$ cat src/rtl/seq_chunk_adder.sv
// seq_chunk_adder: multi-cycle adder that processes CHUNK bits per clock.
// The LSB chunk goes first, and the carry ripples through a register
// between cycles. Intermediate chunks collect in a shadow register, so
// sum/cout/ovf change only on the edge that enters DONE.
// Optional feature macro: SEQ_ADD_SUB_EN adds the sub port, which selects
// a-b (b is inverted and the carry-in is forced to 1).
module seq_chunk_adder #(
  parameter int WIDTH = 16,
  parameter int CHUNK = 4
) (
  input  logic             clk,
  input  logic             reset_n,
  input  logic             start,
  input  logic [WIDTH-1:0] a,
  input  logic [WIDTH-1:0] b,
  input  logic             cin,
`ifdef SEQ_ADD_SUB_EN
  input  logic             sub,
`endif
  output logic             busy,
  output logic             done,
  output logic [WIDTH-1:0] sum,
  output logic             cout,
  output logic             ovf
);

  localparam int N     = WIDTH / CHUNK;
  localparam int IDX_W = (N > 1) ? $clog2(N) : 1;
  localparam int SLOTS = 1 << IDX_W;
  localparam logic [IDX_W-1:0] LAST_IDX = IDX_W'(N - 1);

  typedef enum logic [1:0] {IDLE, RUN, DONE} state_t;

  state_t state_reg;
  state_t state_next;
  logic   accept;

  logic [WIDTH-1:0] a_reg;
  logic [WIDTH-1:0] b_reg;
  logic [WIDTH-1:0] shadow_reg;
  logic [WIDTH-1:0] shadow_next;
  logic             carry_reg;
  logic [IDX_W-1:0] idx_reg;

  logic [CHUNK-1:0] a_chunk [SLOTS];
  logic [CHUNK-1:0] b_chunk [SLOTS];
  logic [CHUNK-1:0] a_cur;
  logic [CHUNK-1:0] b_cur;
  logic [CHUNK:0]   chunk_total;
  logic             msb_carry_in;
  logic             last_chunk;

  // The latched operands are split into chunk slots. Slots past N-1 are
  // tied to zero so that the index width never over-addresses the array.
  genvar gi;
  generate
    for (gi = 0; gi < SLOTS; gi++) begin : g_slot
      if (gi < N) begin : g_live
        assign a_chunk[gi] = a_reg[gi*CHUNK +: CHUNK];
        assign b_chunk[gi] = b_reg[gi*CHUNK +: CHUNK];
      end else begin : g_pad
        assign a_chunk[gi] = '0;
        assign b_chunk[gi] = '0;
      end
    end
  endgenerate

  // Add the current chunk and the rippled carry. The bit-level carry into
  // the chunk MSB is recovered from the sum bit and feeds the ovf flag.
  always_comb begin
    a_cur        = a_chunk[idx_reg];
    b_cur        = b_chunk[idx_reg];
    chunk_total  = {1'b0, a_cur} + {1'b0, b_cur} + {{CHUNK{1'b0}}, carry_reg};
    msb_carry_in = a_cur[CHUNK-1] ^ b_cur[CHUNK-1] ^ chunk_total[CHUNK-1];
    last_chunk   = (idx_reg == LAST_IDX);
  end

  // Merge the freshly computed chunk into the shadow image of the sum.
  generate
    for (gi = 0; gi < N; gi++) begin : g_merge
      assign shadow_next[gi*CHUNK +: CHUNK] =
        (idx_reg == IDX_W'(gi)) ? chunk_total[CHUNK-1:0]
                                : shadow_reg[gi*CHUNK +: CHUNK];
    end
  endgenerate

  // State register; reset takes priority over everything else.
  always_ff @(posedge clk) begin
    if (!reset_n) begin
      state_reg <= IDLE;
    end else begin
      state_reg <= state_next;
    end
  end

  // Next-state and handshake outputs. A start is accepted whenever no
  // operation is in flight, which includes DONE for back-to-back work.
  always_comb begin
    state_next = state_reg;
    accept     = 1'b0;
    busy       = 1'b0;
    done       = 1'b0;
    case (state_reg)
      IDLE: begin
        if (start) begin
          accept     = 1'b1;
          state_next = RUN;
        end
      end
      RUN: begin
        busy = 1'b1;
        if (last_chunk) begin
          state_next = DONE;
        end
      end
      DONE: begin
        done = 1'b1;
        if (start) begin
          accept     = 1'b1;
          state_next = RUN;
        end else begin
          state_next = IDLE;
        end
      end
      default: state_next = IDLE;
    endcase
  end

  // Datapath: latch operands on accept, then compute one chunk per RUN
  // cycle. The visible result is published only with the final chunk.
  always_ff @(posedge clk) begin
    if (!reset_n) begin
      a_reg      <= '0;
      b_reg      <= '0;
      shadow_reg <= '0;
      carry_reg  <= 1'b0;
      idx_reg    <= '0;
      sum        <= '0;
      cout       <= 1'b0;
      ovf        <= 1'b0;
    end else if (accept) begin
      a_reg   <= a;
      idx_reg <= '0;
`ifdef SEQ_ADD_SUB_EN
      b_reg     <= sub ? ~b : b;
      carry_reg <= sub ? 1'b1 : cin;
`else
      b_reg     <= b;
      carry_reg <= cin;
`endif
    end else if (state_reg == RUN) begin
      shadow_reg <= shadow_next;
      carry_reg  <= chunk_total[CHUNK];
      idx_reg    <= idx_reg + IDX_W'(1);
      if (last_chunk) begin
        sum  <= shadow_next;
        cout <= chunk_total[CHUNK];
        ovf  <= msb_carry_in ^ chunk_total[CHUNK];
      end
    end
  end

endmodule

$ cat config.mk
export PLATFORM = sky130hd
export DESIGN_NAME = seq_chunk_adder
export DESIGN_NICKNAME = d
export VERILOG_FILES = /design/src/rtl/seq_chunk_adder.sv
export SDC_FILE = /design/constraint.sdc
export NUM_CORES = 1
export LEC_CHECK = 0
export ABC_AREA = 0
export CORE_ASPECT_RATIO = 1.2
export CORE_MARGIN = 2
export CORE_UTILIZATION = 43
export CTS_CLUSTER_SIZE = 16
export DETAILED_ROUTE_END_ITERATION = 8
export PLACE_DENSITY_LB_ADDON = 0.25
export SETUP_SLACK_MARGIN = 0.5
export SLEW_MARGIN = 20
export SYNTH_ARGS = -nofsm -noshare
export SYNTH_HDL_FRONTEND = slang
export SYNTH_SLANG_ARGS = --single-unit
$ cat constraint.sdc
create_clock -name clk -period 5.8 [get_ports clk]
set_input_delay 1.16 -clock clk [delete_from_list [all_inputs] [get_ports clk]]
set_output_delay 1.16 -clock clk [all_outputs]
set_load 0.01 [all_outputs]
# After elaboration in Yosys (flattened, before gate mapping)
# Index checks and enable logic that the tools add are counted.
# classes
addsub,3
n_lt_le_gt_ge,1
n_eq_ne,7
n_mux,20
bitwise_logic,6
n_reduce_logical,8
# op_table
cell,n
two-way mux 4 bit,8
binary-select mux 4 bit (select 2 bit),2
two-way mux 1 bit,7
"== test 2 bit, second input constant",3
case mux 2 bit (3 select lines),1
adder 4 x 4 -> 5 bit,1
adder 5 x 1 -> 5 bit,1
"== test 2 x 1 -> 1 bit, second input constant",2
logical NOT 2 bit,2
two-way mux 2 bit,2
"!= test 2 bit, second input constant",2
AND reduction 2 bit,2
OR reduction 2 bit,2
"greater-or-equal comparator 3 bit, second input constant",1
NOT 2 -> 3 bit,1
AND reduction 3 bit,1
bitwise XOR 1 bit,3
"adder 2 x 1 -> 2 bit, second input constant",1
NOT 1 bit,2
nonzero test 2 bit,1
# totals
regBits,71
inputBits,36
output_inout_bits,20
word_cells,54

# Longest topological paths before layout
# logic_depth
word_depth,8
depth_mapped,8
depth_no_buf,7

# Least setup slack after synthesis
# No wires, ideal clock.
# synth_path
path_kind,reg2reg
from,register idx_reg[0]
to,register carry_reg
setup_ps,116
t_arrival_ps,2603
required_ps,5684
setup_slack_ps,3081
path_stages_with_launch,9
n_path_buf,1
synth_period_minus_slack_ps,2719
cell_sequence,dfxtp_1 > buf_2 > mux4_2 > fa_1 > fa_1 > a21o_1 > a21oi_2 > a211oi_1 > a31o_2
# synth_via
elab_chain_cells,8
word_cells_on_any_way,11
cone_classes,2 x add/sub; 8 x mux; 1 x bitwise
# synth_lines
item,line_no,rtl
"start, declared",43,logic [IDX_W-1:0] idx_reg;
"start signal, assigned",154,idx_reg <= idx_reg + IDX_W'(1);
NOT 2 -> 3 bit (implied by the code) (*),"71, 72",
binary-select mux 4 bit (select 2 bit) (on tied branches),"71, 72",
two-way mux 4 bit (on tied branches) (2 in series),"71, 72",
adder 4 x 4 -> 5 bit (*),73,"chunk_total = {1'b0, a_cur} + {1'b0, b_cur} + {{CHUNK{1'b0}}, carry_reg};"
adder 5 x 1 -> 5 bit (*),73,
two-way mux 1 bit (*),151,end else if (state_reg == RUN) begin
two-way mux 1 bit (*),141,end else if (accept) begin
"end signal, assigned",149,carry_reg <= cin;
"end signal, assigned",153,carry_reg <= chunk_total[CHUNK];
"end, declared",42,logic carry_reg;
# Mark *: on every way between the ends. The rest lies on a longest branch, timed or not. The select of a mux whose other input is x is not followed.
# A chain may end at the register's enable or synchronous reset.

# Final worst setup path
# layout_path
from,register idx_reg[0]
to,register sum[6]
# layout_via
elab_chain_cells,7
word_cells_on_any_way,13
cone_classes,2 x add/sub; 2 x eq/ne; 7 x mux; 1 x bitwise; 1 x reduce/logical
# layout_lines
item,line_no,rtl
NOT 2 -> 3 bit (implied by the code),"71, 72",
binary-select mux 4 bit (select 2 bit) (on tied branches),"71, 72",
two-way mux 4 bit (on tied branches) (2 in series),"71, 72",
adder 4 x 4 -> 5 bit,73,
adder 5 x 1 -> 5 bit,73,
two-way mux 4 bit,82,(idx_reg == IDX_W'(gi)) ? chunk_total[CHUNK-1:0]
"end signal, assigned",156,sum <= shadow_next;
"end, declared",22,"output logic [WIDTH-1:0] sum,"
# Several ways; a longest one is shown, not always the timed one. The select of a mux whose other input is x is not followed.

==> out/metrics.yaml <==
via_count: 2253
dieArea_mm2: 0.007515
grt_antenna_before_repair: 0
rsz0062_at_grt: "false"
fin_crit_ns: 3.188
yosysWarnings: 0
dp.cells: 435
worst_pin_slew_ns: 0.9768
yosysTopAreaCell: "dfxtp_1"
end_kind: "flip-flop"
outcome: "finished, final reports clean"
clk_latency_ns: 0.34
synth-seq-cells: 67
num-fill-cells: 641
synth_cells: 318
ys.flop_type: "dfxtp_1"
ios: 56
place_ws_ns: 2.523
initial_core_util_pct: 43.67
cts_post_setup_buffers_inserted: 0
max-slew-margin-rel_pct: 34.88
ys_types: 37
synth_common_cells: "87 x nand2_1, 67 x dfxtp_1, 44 x a21oi_1"
drt_first_pass_iters: 4
nNetsFinal: 404
cts-hold-fix-buffers: 0
cts_root_buffer: "clkbuf_8"
grt_overflow: 0
skew_ns: 0.006944
numCtsBuffers: 9
grt_use_total_pct: 16.29
required_ns: 6.02
synth_top_cells_by_area: "dfxtp_1 46%, nand2_1 11%, a21oi_1 7.5%"
hold_viol: 0
cp_data_arrival_time_ns: 3.41
crit_chain: "mux4_2 -> fa_1 -> fa_1 -> xnor2_1 -> nor2_1 -> a21oi_1 -> o21ai_1"
cpMostUsedCell: "fa_1"
crit_path_max_fanout: 12
viasPerCell: 4.996
fin_ws_ns: 2.612
io_buffers: 55
placed_area_mm2: 0.003440
drc: 0
finalWeightedCongestion: 0.7677
path_clk_slew_ns: 0.07
cts_max_level: 3
clockBufferDepth: 2
p_leak_nw: 1.321
rows: 33
diodes: 0
yosysMostFrequentCell: "nand2_1"
netlist.area_leader.share_pct: 45.64
clock-sinks: 67
die_w_um: 79.47
final_cell_count_no_fill: 451
fin_crit_sh_pct: 54.97
drive_above_1_share_pct: 11.81
hp-class: "flip-flop to flip-flop"
powerDensity_mw_per_mm2: 275.5
setup_viol: 0
finalWirelength_um: 5773
cts.repair.resized: 0
core-area_mm2: 0.006730
drt_iter0_drc: 143
syn2layout_area_growth_pct: 23.63
avgSynthCellArea_um2: 9.242
dp_hpwl_um: 4045
synthArstFlopShare_pct: 0
grt_max_degree: 47
ys_seq_area_share_pct: 45.64
grt_pass1_wl_um: 9501
max_freq_ghz: 0.3137
final_area_mm2: 0.003633
synth_edf_count: 0
cts_tree: "done"
total_power_mw: 1.001
die_y_um: 94.57
slowest_stage: "dfxtp_1"
wl_per_cell_um: 12.80
grt_pass1_vias: 2068
path_class: "flip-flop to flip-flop"
start_kind: "flip-flop"
drv_slew: 0
syn_nets: 363
cap_violations: 0
syn-cell-area_mm2: 0.002939
tns_ns: 0
ir_drop_uv: 204.2
drtAntennaViolNets: 0
slowest_delay_ns: 0.79
-- cells by family (layout without fill, tap and decap cells) --
logic type / count (synthesis) / in the layout / share of synthesized area, %
simple gates: 111 / 111 / 15.84
compound gates: 80 / 80 / 17.54
flops: 67 / 67 / 45.64
buf+inv: 33 / 79 / 6.641
mux: 14 / 14 / 8.174
fa+ha+maj: 9 / 9 / 4.342
xor+xnor: 4 / 4 / 1.831
-- power by group --
part / switching (mW) / internal (mW)
combinational: 0.0697 / 0.0593
clock: 0.172 / 0.208
sequential: 0.0129 / 0.478
total: 0.255 / 0.746
-- routing by layer --
layer,global-route usage (%),wire length (um),up-vias
met2,27.24,2909,56
met5,0,0,-
met3,3.346,238,12
met4,8.046,122,0
li1,-,-,1164
met1,19.87,2503,1021
-- layout make-up --
class | count | area (um2) | share of cell area, %
repair buffers | 56 | 558.0 | 15.36
clock buffers | 11 | 141.4 | 3.891
well taps | 87 | 108.9 | 2.996
multi-input cells | 218 | 1403 | 38.60
flip-flops and latches | 67 | 1341 | 36.91
clock inverters | 5 | 52.55 | 1.446
inverters | 7 | 28.78 | 0.7920
-- worst paths after layout --
path	to	cells after the start	slack, ns	start
max	sum[6]$_SDFFE_PN0P_	7	2.61	idx_reg[0]$_SDFFE_PP0P_
min	sum[2]$_SDFFE_PN0P_	2	0.45	sum[2]$_SDFFE_PN0P_
max reg2reg	sum[6]$_SDFFE_PN0P_	7	2.61	idx_reg[0]$_SDFFE_PP0P_
min reg2reg	sum[2]$_SDFFE_PN0P_	2	0.45	sum[2]$_SDFFE_PN0P_
-- critical path: cells and delay by family, from the launching register on --
| family | cells | cell delay [ns] |
|---|---|---|
| xor+xnor | 1 | 0.50 |
| flops | 1 | 0.79 |
| simple gates | 1 | 0.10 |
| mux | 1 | 0.61 |
| compound gates | 2 | 0.22 |
| fa+ha+maj | 2 | 0.86 |
-- per-stage QoR --
stage	util (%)	hold slack, ns
floorplan	-	0.4331
global placement	51.11	0.4378
detailed placement	51.11	0.4403
CTS	53.99	0.4505
global route	53.99	0.4700
finish	53.99	0.4467
-- placed cells by master, fill, tap and decap left out, types with 2 or more instances in the layout --
cell type,synthesis,layout
inv_1,5,5
and2b_1,2,2
clkdlybuf4s50_1,0,55
clkbuf_8,0,10
o21ai_2,5,5
o31ai_2,2,2
a21oi_1,44,44
a311oi_1,3,3
dfxtp_1,67,67
mux2i_1,6,6
clkinv_2,0,3
a22o_1,2,2
o21ai_1,5,5
mux4_2,8,8
a32oi_1,3,3
nand3_1,10,10
fa_1,2,2
nand2_1,87,87
xnor2_1,3,3
o21ai_0,2,2
a21o_1,2,2
a21oi_2,5,5
ha_1,7,7
nor2_1,8,8
o31ai_1,4,4
nand2b_1,2,2
(Power assumes the default switching activity.)
